[src/rtl/jrb8_pkg.sv]
`default_nettype none
// ============================================================================
// Module   : jrb8_pkg
// Purpose  : Shared constants and types for the jrb8 SPI memory initiator.
// Revision : 1.0  initial release
// ============================================================================
package jrb8_pkg;

    // 23LC-style command opcodes
    localparam logic [7:0] SPI_OP_READ    = 8'h03;
    localparam logic [7:0] SPI_OP_WRITE   = 8'h02;

    // Opcode + 16-bit address + data byte
    localparam int         SPI_FRAME_BITS = 32;

    typedef enum logic [1:0] {
        IDLE  = 2'd0,
        SHIFT = 2'd1,
        DONE  = 2'd2
    } state_t;

endpackage : jrb8_pkg
`default_nettype wire

[src/rtl/jrb8_sck_gen.sv]
`default_nettype none
// ============================================================================
// Module   : jrb8_sck_gen
// Purpose  : SCK half-period counter and toggle. Produces single-cycle rise and
//            fall strobes that coincide with the clk edge on which SCK changes.
// Revision : 1.0  initial release
// ============================================================================
module jrb8_sck_gen #(
    parameter int CLK_DIV = 1
) (
    input  logic clk,
    input  logic reset,
    input  logic en_i,
    output logic sck_o,
    output logic rise_o,
    output logic fall_o
);

    logic [7:0] phase_q, phase_d;
    logic       sck_q,   sck_d;
    logic       w_wrap;

    assign w_wrap = (phase_q == 8'(CLK_DIV - 1));

    // Count out each half-period; SCK flips when the half-period expires.
    // While disabled the generator sits at phase 0 with SCK low, so every
    // frame starts with a full low phase.
    always_comb begin
        phase_d = phase_q;
        sck_d   = sck_q;
        if (!en_i) begin
            phase_d = 8'd0;
            sck_d   = 1'b0;
        end else if (w_wrap) begin
            phase_d = 8'd0;
            sck_d   = ~sck_q;
        end else begin
            phase_d = phase_q + 8'd1;
        end
    end

    // Phase counter and SCK register
    always_ff @(posedge clk) begin
        if (reset) begin
            phase_q <= 8'd0;
            sck_q   <= 1'b0;
        end else begin
            phase_q <= phase_d;
            sck_q   <= sck_d;
        end
    end

    assign sck_o  = sck_q;
    assign rise_o = en_i && w_wrap && !sck_q;
    assign fall_o = en_i && w_wrap &&  sck_q;

endmodule : jrb8_sck_gen
`default_nettype wire

[src/rtl/jrb8_spi_mem.sv]
`default_nettype none
// ============================================================================
// Module   : jrb8_spi_mem
// Purpose  : Single-byte SPI mode-0 memory initiator (0x03 read / 0x02 write,
//            16-bit address) serving the jrb8 CPU bus. All outputs registered.
// Revision : 1.0  initial release
// ============================================================================
module jrb8_spi_mem
    import jrb8_pkg::*;
#(
    parameter int CLK_DIV = 1
) (
    input  logic        clk,
    input  logic        reset,
    input  logic        req,
    input  logic        we,
    input  logic [15:0] addr,
    input  logic [7:0]  wdata,
    output logic [7:0]  rdata,
    output logic        ready,
    output logic        busy,
    output logic        spi_cs_n,
    output logic        spi_sck,
    output logic        spi_mosi,
    input  logic        spi_miso
);

    state_t      state_q,  state_d;
    logic [31:0] shift_q,  shift_d;
    logic [4:0]  bit_q,    bit_d;
    logic [7:0]  rx_q,     rx_d;
    logic [7:0]  rdata_q,  rdata_d;
    logic        we_q,     we_d;
    logic        ready_q,  ready_d;
    logic        busy_q,   busy_d;
    logic        cs_n_q,   cs_n_d;
    logic        mosi_q,   mosi_d;

    logic        w_rise;
    logic        w_fall;
    logic        w_sck;
    logic [31:0] w_frame;

    assign w_frame = {(we ? SPI_OP_WRITE : SPI_OP_READ), addr, (we ? wdata : 8'h00)};

    jrb8_sck_gen #(
        .CLK_DIV (CLK_DIV)
    ) u_sck_gen (
        .clk    (clk),
        .reset  (reset),
        .en_i   (state_q == SHIFT),
        .sck_o  (w_sck),
        .rise_o (w_rise),
        .fall_o (w_fall)
    );

    // Next-state and output logic. MOSI is only updated together with a
    // falling SCK strobe (or at frame start), so it is stable while SCK is high.
    always_comb begin
        state_d = state_q;
        shift_d = shift_q;
        bit_d   = bit_q;
        rx_d    = rx_q;
        rdata_d = rdata_q;
        we_d    = we_q;
        ready_d = 1'b0;
        busy_d  = busy_q;
        cs_n_d  = cs_n_q;
        mosi_d  = mosi_q;
        case (state_q)
            IDLE: begin
                cs_n_d = 1'b1;
                busy_d = 1'b0;
                if (req) begin
                    state_d = SHIFT;
                    shift_d = w_frame;
                    we_d    = we;
                    bit_d   = 5'd0;
                    cs_n_d  = 1'b0;
                    busy_d  = 1'b1;
                    mosi_d  = w_frame[31];
                end
            end
            SHIFT: begin
                if (w_rise) begin
                    rx_d = {rx_q[6:0], spi_miso};
                end
                if (w_fall) begin
                    shift_d = shift_q << 1;
                    mosi_d  = shift_q[30];
                    if (bit_q == 5'(SPI_FRAME_BITS - 1)) begin
                        state_d = DONE;
                        bit_d   = 5'd0;
                        cs_n_d  = 1'b1;
                        ready_d = 1'b1;
                        mosi_d  = 1'b0;
                        if (!we_q) begin
                            rdata_d = rx_q;
                        end
                    end else begin
                        bit_d = bit_q + 5'd1;
                    end
                end
            end
            DONE: begin
                state_d = IDLE;
                busy_d  = 1'b0;
            end
            default: begin
                state_d = IDLE;
                cs_n_d  = 1'b1;
                busy_d  = 1'b0;
            end
        endcase
    end

    // State and datapath registers; reset abandons any partial frame
    always_ff @(posedge clk) begin
        if (reset) begin
            state_q <= IDLE;
            shift_q <= 32'd0;
            bit_q   <= 5'd0;
            rx_q    <= 8'h00;
            rdata_q <= 8'h00;
            we_q    <= 1'b0;
            ready_q <= 1'b0;
            busy_q  <= 1'b0;
            cs_n_q  <= 1'b1;
            mosi_q  <= 1'b0;
        end else begin
            state_q <= state_d;
            shift_q <= shift_d;
            bit_q   <= bit_d;
            rx_q    <= rx_d;
            rdata_q <= rdata_d;
            we_q    <= we_d;
            ready_q <= ready_d;
            busy_q  <= busy_d;
            cs_n_q  <= cs_n_d;
            mosi_q  <= mosi_d;
        end
    end

    assign rdata    = rdata_q;
    assign ready    = ready_q;
    assign busy     = busy_q;
    assign spi_cs_n = cs_n_q;
    assign spi_sck  = w_sck;
    assign spi_mosi = mosi_q;

endmodule : jrb8_spi_mem
`default_nettype wire
[config.mk]
export PLATFORM = sky130hd
export DESIGN_NAME = jrb8_spi_mem
export DESIGN_NICKNAME = d
export VERILOG_FILES = /design/src/rtl/jrb8_pkg.sv /design/src/rtl/jrb8_sck_gen.sv /design/src/rtl/jrb8_spi_mem.sv
export SDC_FILE = /design/constraint.sdc
export NUM_CORES = 1
export LEC_CHECK = 0
export ABC_AREA = 1
export CAP_MARGIN = 40
export CORE_MARGIN = 2
export CORE_UTILIZATION = 45
export DETAILED_ROUTE_END_ITERATION = 6
export GPL_TIMING_DRIVEN = 0
export MAX_ROUTING_LAYER = met4
export PLACE_DENSITY = 0.78
export SETUP_SLACK_MARGIN = 0.05
export SLEW_MARGIN = 15
export SYNTH_ARGS = -nofsm -noshare
export SYNTH_HDL_FRONTEND = slang
export SYNTH_SLANG_ARGS = --single-unit
[constraint.sdc]
create_clock -name clk -period 1.8 [get_ports clk]
set_input_delay 0.27 -clock clk [delete_from_list [all_inputs] [get_ports clk]]
set_output_delay 0.27 -clock clk [all_outputs]
set_load 0.03 [all_outputs]
==> run metrics <==
number of CTS-inserted buffers=9; initial antenna violation count=0; hold path startpoint=we; WL final=6450 um; Tot Pwr=3.43 mW; synthesis warning total=0; Total Routing Usage GR=19.5%; htree depth=3; drt initial violations=about 150; Pwr Density=890 mW/mm^2; worst-path cell chain=clkdlybuf4s50_1; Max-cap violations=0; via count=roughly 2800; Max Root-Sink Buffers=2; worst skew pair latency=roughly 0.34 ns; die area=0.00754 mm^2; most common cell after layout, fill and taps aside=nand2_1; critical path required time=1.53 ns; first-pass GRT wire length=11300 um; Die Width=between 80 and 90 um; row count=30; I/O pin count=42; # hold bufs at CTS=0; Clock Tree Root=clkbuf_8; CP top delay family=buffers and inverters; Peak VDD IR=0.542 mV; Inst Count DP=536; worst slew pin tran=0.541 ns; initial core utilization=about 46%; ANT nets after route=0; WS Path Type=flip-flop to output pin; Vias/cell=5.10; Layout area overhead=24.8%; Period minus WS final=1.65 ns; fmax=606 MHz; Seq cells post-synth=68; Mapped Nets=449; Worst Setup End Kind=output pin; vias in the first global route=between 2000 and 3000; Buffers on Ports=40; slowest cell delay on critical path=about 0.68 ns; Hold Path Class=input port to flip-flop; pre-CTS WS=-0.197 ns; setup slack after layout=0.149 ns; Hold Crit Depth=3; Final Hold Fails=0; Syn Area/Cell=approximately 7.4 um^2; Slowest-stage cell, CP=clkdlybuf4s50_1; FF-to-FF path depth=9; GPL Wtd Cong=roughly 0.86; DP HPWL=4550 um; CP max FO=2; commonest non-fill, non-tap cells in the layout=nand2_1, dfxtp_1, nor2_1; RSZ-0062 raised after global routing=yes; Worst Path Buf+Inv=1; grt total ovfl=0; NumNets Final=502; outcome=finished clean; Fillers=614; die height=roughly 87 um; Core ar.=0.00672 mm^2; unique cell type count in the Yosys netlist=30; layout cell share with drive strength beyond 1=14.8%; register clock-pin slew on the reported worst setup and hold paths=0.07 ns; DR DRC count=0; Syn Inst Count=416; sequential share of the synthesized area=44.1%; FF-to-FF Start=bit_q[0]; R2R Path End=rdata[4]; number of clock sinks=68; Worst Skew=0.00754 ns; hold endpoint=we_q; register-to-register setup slack=approximately 0.18 ns; non-filler cells, final=around 550; antenna diode count=0; crit path DAT=1.38 ns; CTS tree=done; type of origin of the critical path=flip-flop; Reg area=0.00136 mm^2; period utilization=91.7%; final setup fails=0; setup TNS=0 ns; area of the multi-input gates=0.00150 mm^2; fin. max-slew vios=0; Pleak=roughly 1.5 nW; pin count of the biggest net entering global routing=13; DR pass1 iterations=4; Slew headroom=64.0%; WL per Instance=11.6 um; Synth Cell Area=0.00309 mm^2
==> cell families (layout without fill, tap and decap cells) <==
logic type,Yosys count,after routing,share of synthesized area (%)
and+or+nand+nor,250,250,36.6
DFF,68,68,44.1
AOI/OAI and AO/OA,46,46,9.03
buffers and inverters,46,104,8.14
adders and majority gates,4,4,1.62
xor gates and xnor gates,2,2,0.567
==> what timing repair did <==
item | 4_1_cts | 5_1_grt
pin swaps | 1 | 3
resized for setup | 3 | 3
endpoints found under the setup margin | 8 | 8
buffers inserted | 1 | 1
==> layer usage <==
metal / vias to the layer above / share of wire (%) / global-route usage (%)
met4: 0 / 0.95 / 5.26
met3: 8 / 4.3 / 6.82
met5: - / 0 / -
li1: 1461 / - / -
met1: 1299 / 47 / 23.9
met2: 55 / 47 / 30.7
==> registers in the layout (all words and copies together) (netlist names), 2 cells and up <==
| register | count |
|---|---|
| rx_q | 8 |
| u_sck_gen.phase_q | 8 |
| bit_q | 5 |
| state_q | 2 |
| rdata | 8 |
| shift_q | 31 |
==> worst max-delay path by stage <==
| stage | from | endpoint | slack [ns] | cells after the start |
|---|---|---|---|---|
| floorplan | bit_q[0] | rdata[5] | 0.15 | 9 |
| global placement | bit_q[0] | rdata[6] | -0.16 | 9 |
| detailed placement | bit_q[0] | rdata[6] | -0.20 | 9 |
| CTS | bit_q[0] | rdata[6] | 0.08 | 9 |
| global route | bit_q[0] | rdata[4] | 0.05 | 9 |
| finish | spi_cs_n | spi_cs_n | 0.15 | 1 |
==> synthesized netlist by cell type <==
master	number	area share, %
inv_1	18	2.2
buf_12	1	0.65
buf_2	5	0.81
nand2_8	1	0.65
xor2_1	2	0.57
or2_2	3	0.61
o21ai_0	8	1.3
nand3_1	47	7.6
nand3_2	4	1.3
nor4_1	1	0.20
a21oi_1	23	3.7
nand3_4	1	0.57
inv_2	5	0.61
buf_6	7	2.6
nand2_1	102	12
nor2_1	62	7.5
a21oi_2	7	2.0
o21a_1	2	0.49
nor2_2	7	1.4
o21ai_2	4	1.1
o21bai_1	1	0.24
buf_1	2	0.24
nand4_1	16	3.2
ha_1	4	1.6
buf_4	1	0.24
nor3_1	4	0.65
clkbuf_1	7	0.85
dfxtp_1	68	44
o21ai_1	1	0.16
nand2_2	2	0.40
==> area by class of cell <==
type	count	share of cell area [%]
inverter	23	2.24
timing repair buffer	42	11.1
multi-input combinational	302	38.8
clock buffer	9	3.21
clock inverter	7	2.37
buffer	23	4.28
tap	80	2.60
sequential	68	35.4
==> power by group <==
| group | leakage (nW) | total [mW] | internal, mW | switching (mW) |
|---|---|---|---|---|
| sequential | 0.557 | 1.63 | 1.59 | 0.0482 |
| combinational | 0.856 | 0.452 | 0.196 | 0.256 |
| clock | 0.109 | 1.35 | 0.774 | 0.572 |
| total | 1.52 | 3.43 | 2.56 | 0.876 |
==> metrics by stage <==
step / utilization, % / area (um^2) / hold WS (ns)
detailed placement: 53.4 / 3590 / 0.438
global placement: 53.4 / 3590 / 0.436
global route: 57.4 / 3850 / 0.424
finish: 57.4 / 3850 / 0.384
floorplan: - / 3090 / 0.384
CTS: 57.1 / 3840 / 0.374
No activity file was read; power rests on OpenSTA's default activity.
